### src/rtl/pdm_rcvr.sv
// pdm_rcvr - stereo PDM receiver / decimator.
//
// Takes left and right 1-bit PDM streams, which may be asynchronous to clk.
// Each stream is counted over a boxcar window of W = 2^DECIM_LOG2 clocks.
// The ones-count becomes a 16-bit signed PCM sample, in the same format the
// EQ engine feeds to spkr_drv.
//
// Ports
//   clk         system clock
//   rst         synchronous, active-high reset
//   en          receiver enable (level)
//   lft_PDM     left PDM bit stream (asynchronous)
//   rght_PDM    right PDM bit stream (asynchronous)
//   vld         one-cycle strobe, new samples on lft_chnnl / rght_chnnl
//   lft_chnnl   signed left PCM sample, held between strobes
//   rght_chnnl  signed right PCM sample, held between strobes
//   busy        FSM is in WARMUP or RUN
//
// state  | meaning
// -------+---------------------------------------------------------------
// IDLE   | counters cleared, waiting for en
// WARMUP | one discarded window; flushes the synchronizers and stale data
// RUN    | back-to-back windows, vld at every window end
module pdm_rcvr #(
  parameter int DECIM_LOG2 = 10
) (
  input  logic        clk,
  input  logic        rst,
  input  logic        en,
  input  logic        lft_PDM,
  input  logic        rght_PDM,
  output logic        vld,
  output logic [15:0] lft_chnnl,
  output logic [15:0] rght_chnnl,
  output logic        busy
);

  localparam int AW = DECIM_LOG2 + 1;
  localparam logic [DECIM_LOG2-1:0] CNT_LAST = '1;
  localparam logic [AW-1:0]         ACC_FULL = {1'b1, {DECIM_LOG2{1'b0}}};

  typedef enum logic [1:0] {IDLE, WARMUP, RUN} state_t;

  state_t                state, state_nxt;
  logic [DECIM_LOG2-1:0] win_cnt, win_cnt_nxt;
  logic [AW-1:0]         acc_l, acc_l_nxt, acc_r, acc_r_nxt;
  logic [AW-1:0]         sum_l, sum_r;
  logic [15:0]           lft_nxt, rght_nxt;
  logic                  vld_nxt;
  logic                  lft_s1, lft_s, rght_s1, rght_s;

  // A full window of ones cannot be represented by the shift alone, so it
  // saturates to full scale. The MSB flip turns offset-binary into signed.
  function automatic logic [15:0] conv(input logic [AW-1:0] k);
    logic [15:0] u;
    if (k == ACC_FULL) u = 16'hFFFF;
    else               u = 16'(k) << (16 - DECIM_LOG2);
    return u ^ 16'h8000;
  endfunction

  always_ff @(posedge clk) begin
    if (rst) begin
      lft_s1     <= 1'b0;
      lft_s      <= 1'b0;
      rght_s1    <= 1'b0;
      rght_s     <= 1'b0;
      state      <= IDLE;
      win_cnt    <= '0;
      acc_l      <= '0;
      acc_r      <= '0;
      lft_chnnl  <= 16'h0000;
      rght_chnnl <= 16'h0000;
      vld        <= 1'b0;
    end else begin
      lft_s1     <= lft_PDM;
      lft_s      <= lft_s1;
      rght_s1    <= rght_PDM;
      rght_s     <= rght_s1;
      state      <= state_nxt;
      win_cnt    <= win_cnt_nxt;
      acc_l      <= acc_l_nxt;
      acc_r      <= acc_r_nxt;
      lft_chnnl  <= lft_nxt;
      rght_chnnl <= rght_nxt;
      vld        <= vld_nxt;
    end
  end

  // Window-end sums include the current synchronized bit so the last clock
  // of the window is not lost when the accumulators clear.
  assign sum_l = acc_l + {{DECIM_LOG2{1'b0}}, lft_s};
  assign sum_r = acc_r + {{DECIM_LOG2{1'b0}}, rght_s};

  always_comb begin
    state_nxt   = state;
    win_cnt_nxt = win_cnt;
    acc_l_nxt   = acc_l;
    acc_r_nxt   = acc_r;
    lft_nxt     = lft_chnnl;
    rght_nxt    = rght_chnnl;
    vld_nxt     = 1'b0;
    case (state)
      IDLE: begin
        win_cnt_nxt = '0;
        acc_l_nxt   = '0;
        acc_r_nxt   = '0;
        if (en) state_nxt = WARMUP;
      end
      WARMUP, RUN: begin
        if (!en) begin
          state_nxt   = IDLE;
          win_cnt_nxt = '0;
          acc_l_nxt   = '0;
          acc_r_nxt   = '0;
        end else if (win_cnt == CNT_LAST) begin
          state_nxt   = RUN;
          win_cnt_nxt = '0;
          acc_l_nxt   = '0;
          acc_r_nxt   = '0;
          if (state == RUN) begin
            vld_nxt  = 1'b1;
            lft_nxt  = conv(sum_l);
            rght_nxt = conv(sum_r);
          end
        end else begin
          win_cnt_nxt = win_cnt + 1'b1;
          acc_l_nxt   = sum_l;
          acc_r_nxt   = sum_r;
        end
      end
      default: state_nxt = IDLE;
    endcase
  end

  assign busy = (state != IDLE);

endmodule

### config.mk
export PLATFORM = sky130hd
export DESIGN_NAME = pdm_rcvr
export DESIGN_NICKNAME = d
export VERILOG_FILES = /design/src/rtl/pdm_rcvr.sv
export SDC_FILE = /design/constraint.sdc
export NUM_CORES = 1
export LEC_CHECK = 0
export BUFFER_PORTS_ARGS = -buffer_cell sky130_fd_sc_hd__buf_2
export CAP_MARGIN = 20
export CELL_PAD_IN_SITES_DETAIL_PLACEMENT = 1
export CELL_PAD_IN_SITES_GLOBAL_PLACEMENT = 2
export CORE_ASPECT_RATIO = 1.75
export CORE_MARGIN = 4
export CORE_UTILIZATION = 31
export CTS_CLUSTER_DIAMETER = 200
export CTS_CLUSTER_SIZE = 12
export DETAILED_ROUTE_END_ITERATION = 12
export PLACE_DENSITY_LB_ADDON = 0.1
export SLEW_MARGIN = 10
export SYNTH_ARGS = -nofsm -noshare
export SYNTH_HDL_FRONTEND = slang
export SYNTH_SLANG_ARGS = --single-unit
### constraint.sdc
create_clock -name clk -period 2.43 [get_ports clk]
set_clock_uncertainty 0.2 [all_clocks]
set_input_delay 0.1215 -clock clk [delete_from_list [all_inputs] [get_ports clk]]
set_output_delay 0.1215 -clock clk [all_outputs]
set_load 0.01 [all_outputs]
==> qor.csv <==
metric;value;unit
core-area;0.00991;mm2
dieArea;0.0119;mm2
areaGrowthSynthToFinish;30.7;%
hp-class;in2reg;
async_flop_share;0;%
clkTransAtPathRegs;0.05;ns
cts_tree;yes;
path_cells;ha_4 -> ha_4 -> nand4_1 -> or4b_1 -> a211oi_2 -> buf_4 -> nand4_4 -> buf_4 -> o21ai_0;
clk_latency;0.34;ns
pre_cts_slack;0.0107;ns
portBuffers;38;
clk_path_buf_depth;2;
start_util;31.7;%
wl_per_cell;17.8;um
grt_pass1_vias;3089;
power.leakage;1.62;nW
grt_overflow;0;
ios;39;
cts_root_buffer;clkbuf_16;
final_hold_viol_count;0;
start_kind;flop;
synthCells;382;
dp_hpwl;7.65;mm
fp-row-count;48;
ant_nets;0;
wirelength;10.1;mm
gp_congestion;0.794;
yosys-top-cells-area;dfxtp_1, nor2_1, a21oi_1;
synth_area;0.00315;mm2
cts_buffers;9;
holdWs;0.00516;ns
crit_type;reg2reg;
drt_iter0_drc;90;
viasPerCell;5.10;
cap_violations;0;
setup_viol;0;
die_x;84.1;um
maxSlewViolCount;0;
diodes;0;
synth.distinct_cells;49;
fin_ws;0.102;ns
h-tree-depth;3;
grt_first_pass_wirelength;15.8;mm
dr.pass1.iters;6;
cp_slowest_cell;or4b_1;
fin_nets;453;
synth_area_per_cell;8.23;um2
ys_top_cells_by_count;dfxtp_1, nor2_1, a21oi_1;
setup.worst_path.end_class;flop;
fp.dieH;141;um
clock_sinks;61;
vias;2904;
drive_gt1_share;28.2;%
ir_drop;0.328;mV
yosysWarnings;0;
ys.flop_type;dfxtp_1;
groute.usage.overall;17.5;%
yosysTopAreaCellShare;38.8;%
ys_ff_latch;61;
yosys.cell_count.top_type;dfxtp_1;
post-route-period-util;95.8;%
yosysSeqAreaShare;38.8;%
outcome;finished, final reports clean;
max_stage_delay;0.55;ns
drc_errors;0;
arrival;2.39;ns
worst_pin_slew;0.573;ns
slew_headroom;61.5;%
clock.fmax;430;MHz
tns;0;ns
antenna_found_initial;0;
path_delay_family;simple AND/OR/NAND/NOR gates;
synth_top_area_cell;dfxtp_1;
syn_nets;396;
grt_max_degree;37;
power.density;624;mW/mm2
crit_fanout;5;
path_buf_inv;2;
min_period;2.33;ns
required;2.49;ns
synth_edf_count;0;
==> stage by stage <==
| stage | util, % | power (W) | instances | area, um2 |
|---|---|---|---|---|
| 6_report | 41.5 | 0.00257 | 569 | 4110 |
| 5_1_grt | 41.5 | 0.00267 | 569 | 4110 |
| 4_1_cts | 40.3 | 0.00261 | 567 | 4000 |
| 3_5_place_dp | 36.6 | 0.00111 | 548 | 3630 |
| 3_3_place_gp | 36.6 | 0.00111 | 548 | 3630 |
| 2_1_floorplan | - | 0.00107 | 382 | 3150 |
==> worst paths after layout <==
check / startpoint / end / slack (ns) / depth (start not counted)
min reg2reg: rght_s1 / rght_s / 0.25 / 1
max: rght_s / rght_chnnl[6] / 0.10 / 9
max reg2reg: rght_s / rght_chnnl[6] / 0.10 / 9
min: rst / acc_l[6] / 0.005 / 2
==> layout by cell type, fill, tap and decap left out, types with 5 or more instances in the layout <==
cell       instances
xnor2_1           14
dfxtp_2            5
o21ai_0           19
and3_1             6
nor3b_1            6
nand2_1           25
ha_1               5
nor2b_1            6
o22ai_1            8
a21oi_1           32
inv_1              7
nor3_1            10
nand3_1           11
mux2i_1            8
dfxtp_1           56
buf_2             38
clkbuf_16          9
nor2_1            51
buf_4             38
xor2_1             8
==> cell type report <==
cell class | count | area, um2
Clock inverter | 6 | 111
Fill cell | 1192 | 5800
Timing Repair Buffer | 82 | 557
Multi-Input combinational cell | 278 | 1810
Inverter | 7 | 26.3
Clock buffer | 10 | 229
Tap cell | 125 | 156
Sequential cell | 61 | 1230
==> report_power, final <==
| group | leakage [nW] | switching [W] | internal, W |
|---|---|---|---|
| clock | 0.163 | 0.000474 | 0.00100 |
| combinational | 0.966 | 0.0000514 | 0.0000292 |
| sequential | 0.495 | 0.00000339 | 0.00101 |
| total | 1.62 | 0.000529 | 0.00204 |
==> logic make-up (layout without fill, tap and decap cells) <==
group | Yosys count | in the layout | synth area share, %
and+or+nand+nor | 154 | 154 | 26.0
AOI/OAI and AO/OA | 84 | 84 | 15.6
DFF | 61 | 61 | 38.8
buffers and inverters | 43 | 105 | 7.04
xor gates and xnor gates | 23 | 23 | 6.40
adders and majority gates | 9 | 9 | 3.58
muxes | 8 | 8 | 2.55
==> routing by layer <==
metal | up-vias | wire [um] | GRT usage [%]
li1 | 1440 | - | -
met1 | 1397 | 3520 | 15.8
met5 | - | 0 | 0
met3 | 24 | 214 | 3.20
met2 | 43 | 5980 | 34.6
met4 | 0 | 418 | 11.0
==> registers in the layout, summed over array words and instances (netlist names), 2 cells and up <==
register    cells
lft_chnnl      11
win_cnt        10
rght_chnnl     11
state           2
acc_r          11
acc_l          11
==> timing repair <==
item / 4_1_cts / 5_1_grt
setup endpoints to repair: 1 / 30
endpoints found under the hold margin: 3 / 0
pin swaps: 0 / 6
hold buffers: 3 / 0
cloned: 0 / 1
resized for setup: 1 / 24
setup buffers: 0 / 1
No activity file was read; power rests on OpenSTA's default activity.
